--- src/rtl/energy_dispersal.sv ---
`default_nettype none
// energy_dispersal: DVB transport-stream randomizer (PRBS 1+x^14+x^15, 8-packet reload groups).
// Rev 1.0
module energy_dispersal #(
  parameter int          PKT_LEN   = 188,
  parameter int          GROUP     = 8,
  parameter logic [14:0] PRBS_INIT = 15'b100101010000000,
  parameter logic [7:0]  INV_SYNC  = 8'hB8
) (
  input  logic       clk,
  input  logic       rst_n,
  input  logic [7:0] din,
  input  logic       din_valid,
  input  logic       syn_in,
  output logic [7:0] dout,
  output logic       dout_valid,
  output logic       syn_out,
  output logic       sync_err
);

  localparam logic [7:0] PKT_LEN_B  = PKT_LEN[7:0];
  localparam logic [2:0] GROUP_LAST = 3'(GROUP - 1);

  typedef enum logic [1:0] {
    HUNT   = 2'd0,
    RUN    = 2'd1,
    ORPHAN = 2'd2
  } state_t;

  state_t      state, state_nx;
  logic [7:0]  byte_cnt, byte_cnt_nx;
  logic [2:0]  pkt_cnt, pkt_cnt_nx;
  logic [14:0] prbs, prbs_nx, prbs_adv;
  logic [7:0]  mask;
  logic [7:0]  dout_nx;
  logic        err_nx;

  // Eight generator steps per byte; the first bit produced lands in the mask MSB.
  always_comb begin : prbs_step
    logic [14:0] s;
    logic        fb;
    s    = prbs;
    fb   = 1'b0;
    mask = 8'h00;
    for (int i = 7; i >= 0; i--) begin
      fb      = s[1] ^ s[0];
      mask[i] = fb;
      s       = {fb, s[14:1]};
    end
    prbs_adv = s;
  end

  always_comb begin
    state_nx    = state;
    byte_cnt_nx = byte_cnt;
    pkt_cnt_nx  = pkt_cnt;
    prbs_nx     = prbs;
    dout_nx     = din;
    err_nx      = 1'b0;
    if (din_valid) begin
      if (syn_in) begin
        byte_cnt_nx = 8'd1;
        state_nx    = RUN;
        if (state == RUN && byte_cnt < PKT_LEN_B)
          err_nx = 1'b1;
        if (pkt_cnt == 3'd0 || state == HUNT) begin
          dout_nx    = INV_SYNC;
          prbs_nx    = PRBS_INIT;
          pkt_cnt_nx = 3'd1;
        end else begin
          // Non-group sync: generator runs on, its mask is dropped.
          prbs_nx    = prbs_adv;
          pkt_cnt_nx = (pkt_cnt == GROUP_LAST) ? 3'd0 : 3'(pkt_cnt + 3'd1);
        end
      end else if (state == RUN) begin
        if (byte_cnt >= PKT_LEN_B) begin
          state_nx = ORPHAN;
          err_nx   = 1'b1;
        end else begin
          dout_nx     = din ^ mask;
          prbs_nx     = prbs_adv;
          byte_cnt_nx = 8'(byte_cnt + 8'd1);
        end
      end
    end
  end

  always_ff @(posedge clk) begin
    if (rst_n) begin
      state      <= HUNT;
      byte_cnt   <= 8'd0;
      pkt_cnt    <= 3'd0;
      prbs       <= PRBS_INIT;
      dout       <= 8'h00;
      dout_valid <= 1'b0;
      syn_out    <= 1'b0;
      sync_err   <= 1'b0;
    end else begin
      state      <= state_nx;
      byte_cnt   <= byte_cnt_nx;
      pkt_cnt    <= pkt_cnt_nx;
      prbs       <= prbs_nx;
      dout       <= dout_nx;
      dout_valid <= din_valid;
      syn_out    <= syn_in & din_valid;
      sync_err   <= err_nx;
    end
  end

endmodule
`default_nettype wire

--- config.mk ---
export PLATFORM = sky130hd
export DESIGN_NAME = energy_dispersal
export DESIGN_NICKNAME = d
export VERILOG_FILES = /design/src/rtl/energy_dispersal.sv
export SDC_FILE = /design/constraint.sdc
export NUM_CORES = 1
export LEC_CHECK = 0
export BUFFER_PORTS_ARGS = -buffer_cell sky130_fd_sc_hd__buf_4
export CELL_PAD_IN_SITES_DETAIL_PLACEMENT = 1
export CELL_PAD_IN_SITES_GLOBAL_PLACEMENT = 2
export CORE_MARGIN = 2
export CORE_UTILIZATION = 35
export DETAILED_ROUTE_END_ITERATION = 12
export PLACE_DENSITY_LB_ADDON = 0.1
export SLEW_MARGIN = 20
export SYNTH_ARGS = -nofsm -noshare
export SYNTH_HDL_FRONTEND = slang
export SYNTH_SLANG_ARGS = --single-unit
--- constraint.sdc ---
create_clock -name clk -period 1.9 [get_ports clk]
set_input_delay 0.285 -clock clk [delete_from_list [all_inputs] [get_ports clk]]
set_output_delay 0.285 -clock clk [all_outputs]
set_load 0.005 [all_outputs]
# After elaboration in Yosys (flattened, before gate mapping)

Index checks and enable logic that the tools add are counted.

Register bits after elaboration: 39
Input port bits: 12
Output and inout port bits: 11
Logic and storage cells: 57

Add/sub/neg operators: 2
Magnitude comparators: 2
Equality and inequality tests: 3
Muxes and demuxes: 21
Bitwise operators: 11
Reduce and logical (&&, ||, !) cells: 10

Operators with widths:

| operator            | count |
|---|---|
| $mux 8              | 8 |
| $mux 15             | 4 |
| $add 8x1->8 const B | 1 |
| $ge 8x8->1 const B  | 1 |
| $lt 8x8->1 const B  | 1 |
| $xor 1x1->1         | 8 |
| $xor 8x8->8         | 1 |
| $mux 2              | 3 |
| $mux 3              | 2 |
| $reduce_and 3->1    | 2 |
| $mux 1              | 4 |
| $reduce_bool 2->1   | 2 |
| $add 3x1->3 const B | 1 |
| $eq 3x3->1 const B  | 1 |
| $logic_not 3->1     | 1 |
| $eq 2x1->1 const B  | 1 |
| $logic_not 2->1     | 1 |
| $ne 2x2->1 const B  | 1 |
| $reduce_and 2->1    | 1 |
| $reduce_or 2->1     | 1 |
| $and 1x1->1         | 1 |
| $logic_and 1x1->1   | 1 |
| $logic_or 1x1->1    | 1 |
| $not 1->1           | 1 |

# Longest topological paths before layout

Depth after elaboration: 6
Mapped depth: 7
Gate-level depth less buffers: 6

# Worst setup path before layout

Ideal clock, no wire load.

Path kind: register to register
From: register pkt_cnt[0]
To: register dout[0]
Setup time: 0.074 ns
Arrival time: 1.460 ns
Required time: 1.826 ns
Setup slack: 0.366 ns
Cell stages (with the launch flop): 8
Path buffers: 1
Clock period less this slack: 1.534 ns
Cell sequence: dfxtp_1 -> inv_1 -> ha_1 -> nor2b_1 -> o21ai_1 -> buf_2 -> o211ai_1 -> a31oi_1

Cells in the longest elaborated chain, start to end: 5

Ends and longest elaborated chain:

| element                | line | RTL |
|---|---|---|
| start, declared        | 32   | `logic [2:0] pkt_cnt, pkt_cnt_nx;` |
| start signal, assigned | 101  | `pkt_cnt <= pkt_cnt_nx;` |
| $logic_not 3->1        | 66   | `if (pkt_cnt == 3'd0 \|\| state == HUNT) begin` |
| $logic_or 1x1->1       | 66   |  |
| $mux 8                 | 66   |  |
| $mux 8                 | 61   | `if (syn_in) begin` |
| $mux 8                 | 60   | `if (din_valid) begin` |
| end signal, assigned   | 103  | `dout <= dout_nx;` |
| end, declared          | 15   | `output logic [7:0] dout,` |

Every way passes these cells.
A chain may end at the register's enable or synchronous reset.

# Worst setup path in the final report

From: register byte_cnt[2]
To: register dout[2]

Cells in the longest elaborated chain, start to end: 5

Ends and longest elaborated chain:

| element                | line | RTL |
|---|---|---|
| start, declared        | 31   | `logic [7:0] byte_cnt, byte_cnt_nx;` |
| start signal, assigned | 100  | `byte_cnt <= byte_cnt_nx;` |
| $ge 8x8->1             | 76   | `if (byte_cnt >= PKT_LEN_B) begin` |
| $mux 8                 | 76   |  |
| $mux 8                 | 75   | `end else if (state == RUN) begin` |
| $mux 8                 | 61   |  |
| $mux 8                 | 60   |  |

Every way passes these cells.

==> flow_summary.ini <==
[detailed_routing]
drtIter0Drc = 56
ant_nets = 0
wl_um = 5080
drc = 0
wire_per_inst_um = 16.8
route.vias.total = 1690
vias_per_cell = 5.60
drtPass1Iterations = 4

[sta]
fin_setup_tns_ns = 0
fin_crit_ns = 1.70
hold_violations = 0
worstMarginPinSlew_ns = 0.624
fmax_ghz = 0.587
rsz0062_at_grt = false
period_share_pct = 89.6
skew_ns = 0.00556
slew_headroom_pct = 58.4
setup_violations = 0
final_max_slew_viol_count = 0

[synth]
yosys.area.top_type = dfxtp_1
yosysMostFrequentCell = dfxtp_1
synth_edf_count = 0
synthDistinctLibCells = 43
yosys-top-cells-count = 39 x dfxtp_1, 19 x a21oi_1, 14 x nand3_1
yosysTopAreaCellShare_pct = 41.4
ys.flop_type = dfxtp_1
ys_seq_elements = 39
synthCells = 210
syn_area_mm2 = 0.00189
synthArstFlopShare_pct = 0
ys_seq_area_share_pct = 41.4
ys_warn_count = 0
yosys-top-cells-area = dfxtp_1 41%, a21oi_1 5.0%, xnor2_1 4.6%
synth.avg_cell_area_um2 = 8.98
syn_nets = 227

[clocking]
clock_sinks = 39
cts_resized = 0
insertion_delay_ns = 0.29
cts_root_buf = clkbuf_8
path_clk_slew_ns = 0.08
clock_path_buffers = 2
postCtsSetupRepairBufs = 0
postCtsHoldBufs = 0
h-tree-depth = 2
cts_buffers = 5
cts_tree = yes

[die]
rows = 26
io_pins = 23
core_mm2 = 0.00514
dieArea_mm2 = 0.00599
die_h_um = 77.4
die_width_um = 77.4
start_util_pct = 36.7

[run_status]
status = finished clean

[critical_path]
crit_chain = a41o_1, a21o_1, or3_1, a21oi_1
required_ns = 2.13
cp_slowest_cell = or3_1
end_kind = register
cp-start-kind = register
path_class = register to register
cp.arrival_ns = 1.93
critPathMaxStageDelay_ns = 0.43
crit_fanout = 20

[place]
place.detailed.hpwl_um = 3700
post-place-cells = 294
io_buffers = 22
gp_congestion = 0.838

[cells_and_area]
drive_gt1_share_pct = 18.1
fillCellCount = 648
final_util_pct = 43.5
final_nets = 248
area_delta_synth_final_pct = 18.4
finalNonFillerCells = 302
n_antenna_cell = 0

[global_route]
first_global_vias = 1679
grt_max_degree = 31
antenna_found_initial = 0
grt_usage_pct = 18.0
gr-total-overflow = 0
grt_pass1_wl_um = 8580

[run]
drv_cap = 0

[power_and_ir_drop]
p_sw_share_pct = 24.2
vdd_drop_max_mv = 0.283
power_frac_comb_pct = 11.6
p_leak_uw = 0.000857
pwr-share-clk_pct = 40.1
switchingPower_uw = 435
pwr-share-seq_pct = 48.3
p_int_uw = 1360
powerDensity_mw_per_mm2 = 804

[worst_hold_path]
min_path_type = input pin to register
==> stage by stage <==
stage	setup slack (ns)	total power, uW	hold WS, ns	area (um2)
after floorplan	0.366	1010	0.388	1890
after global placement	0.252	1090	0.455	2120
after detailed placement	0.219	1100	0.469	2120
after CTS	0.202	1830	0.191	2230
after global routing	0.0458	1890	0.198	2230
final	0.197	1800	0.202	2230
==> worst max-delay path: cells and delay by family (launching register included) <==
kind	cells	cell delay (ns)
compound gates	3	0.83
flops	1	0.38
simple gates	1	0.43
==> state kept, by name, summed over array words and instances (netlist names) <==
signal      flops
prbs           15
byte_cnt        8
dout            8
pkt_cnt         3
state           2
dout_valid      1
syn_out         1
sync_err        1
==> routing by layer <==
metal,track usage [%],share of wire [%],wire length (um)
met4,5.36,1.2,61
met2,28.2,48,2460
met5,0,0,0
met1,24.7,47,2410
met3,4.19,3.0,153
==> cells by family after synthesis <==
group	after synthesis	synth area share [%]
AO/OA/AOI/OAI	73	27.9
AND/OR/NAND/NOR	56	15.2
flip-flops	39	41.4
buffers and inverters	24	5.97
XOR/XNOR	11	5.11
adder cells (fa/ha/maj)	5	3.32
multiplexers	2	1.13
==> final timing paths <==
check | slack (ns) | depth (start not counted) | to | start
setup / recovery | 0.20 | 4 | dout[2] | byte_cnt[2]
hold / removal | 0.20 | 2 | dout[4] | din[4]
hold reg to reg | 0.48 | 2 | pkt_cnt[1] | pkt_cnt[1]
setup reg to reg | 0.20 | 4 | dout[2] | byte_cnt[2]
==> cells in the final DEF (no fill, tap or decap), types with 2 or more instances in the layout <==
cell	instances
o211ai_1	11
o221ai_1	5
o211a_1	4
and4_1	2
nand3_1	14
clkbuf_8	6
o21a_1	2
dfxtp_1	39
a31oi_1	4
a21oi_1	19
and3_1	2
nor3_1	5
a211o_1	4
inv_1	8
xnor2_1	10
nor2_1	12
o21ai_0	8
o41ai_1	5
o2111ai_1	2
ha_1	5
or3_1	5
nand2_1	10
buf_4	30
==> final cells by class <==
type / count / area [um2] / share of cell area (%)
well taps: 70 / 87.6 / 3.92
inverters: 8 / 30.0 / 1.34
clock inverters: 2 / 35.0 / 1.57
flip-flops and latches: 39 / 781 / 34.9
repair buffers: 30 / 225 / 10.1
clock buffers: 6 / 82.6 / 3.70
multi-input cells: 147 / 993 / 44.5
==> power by group through the flow <==
stage	Clock, uW	Sequential (uW)	Combinational [uW]
after floorplan	0	885	124
after global placement	0	886	204
after detailed placement	0	888	210
after CTS	748	869	211
after global routing	789	873	232
final	720	869	209
No activity file was read; power rests on OpenSTA's default activity.
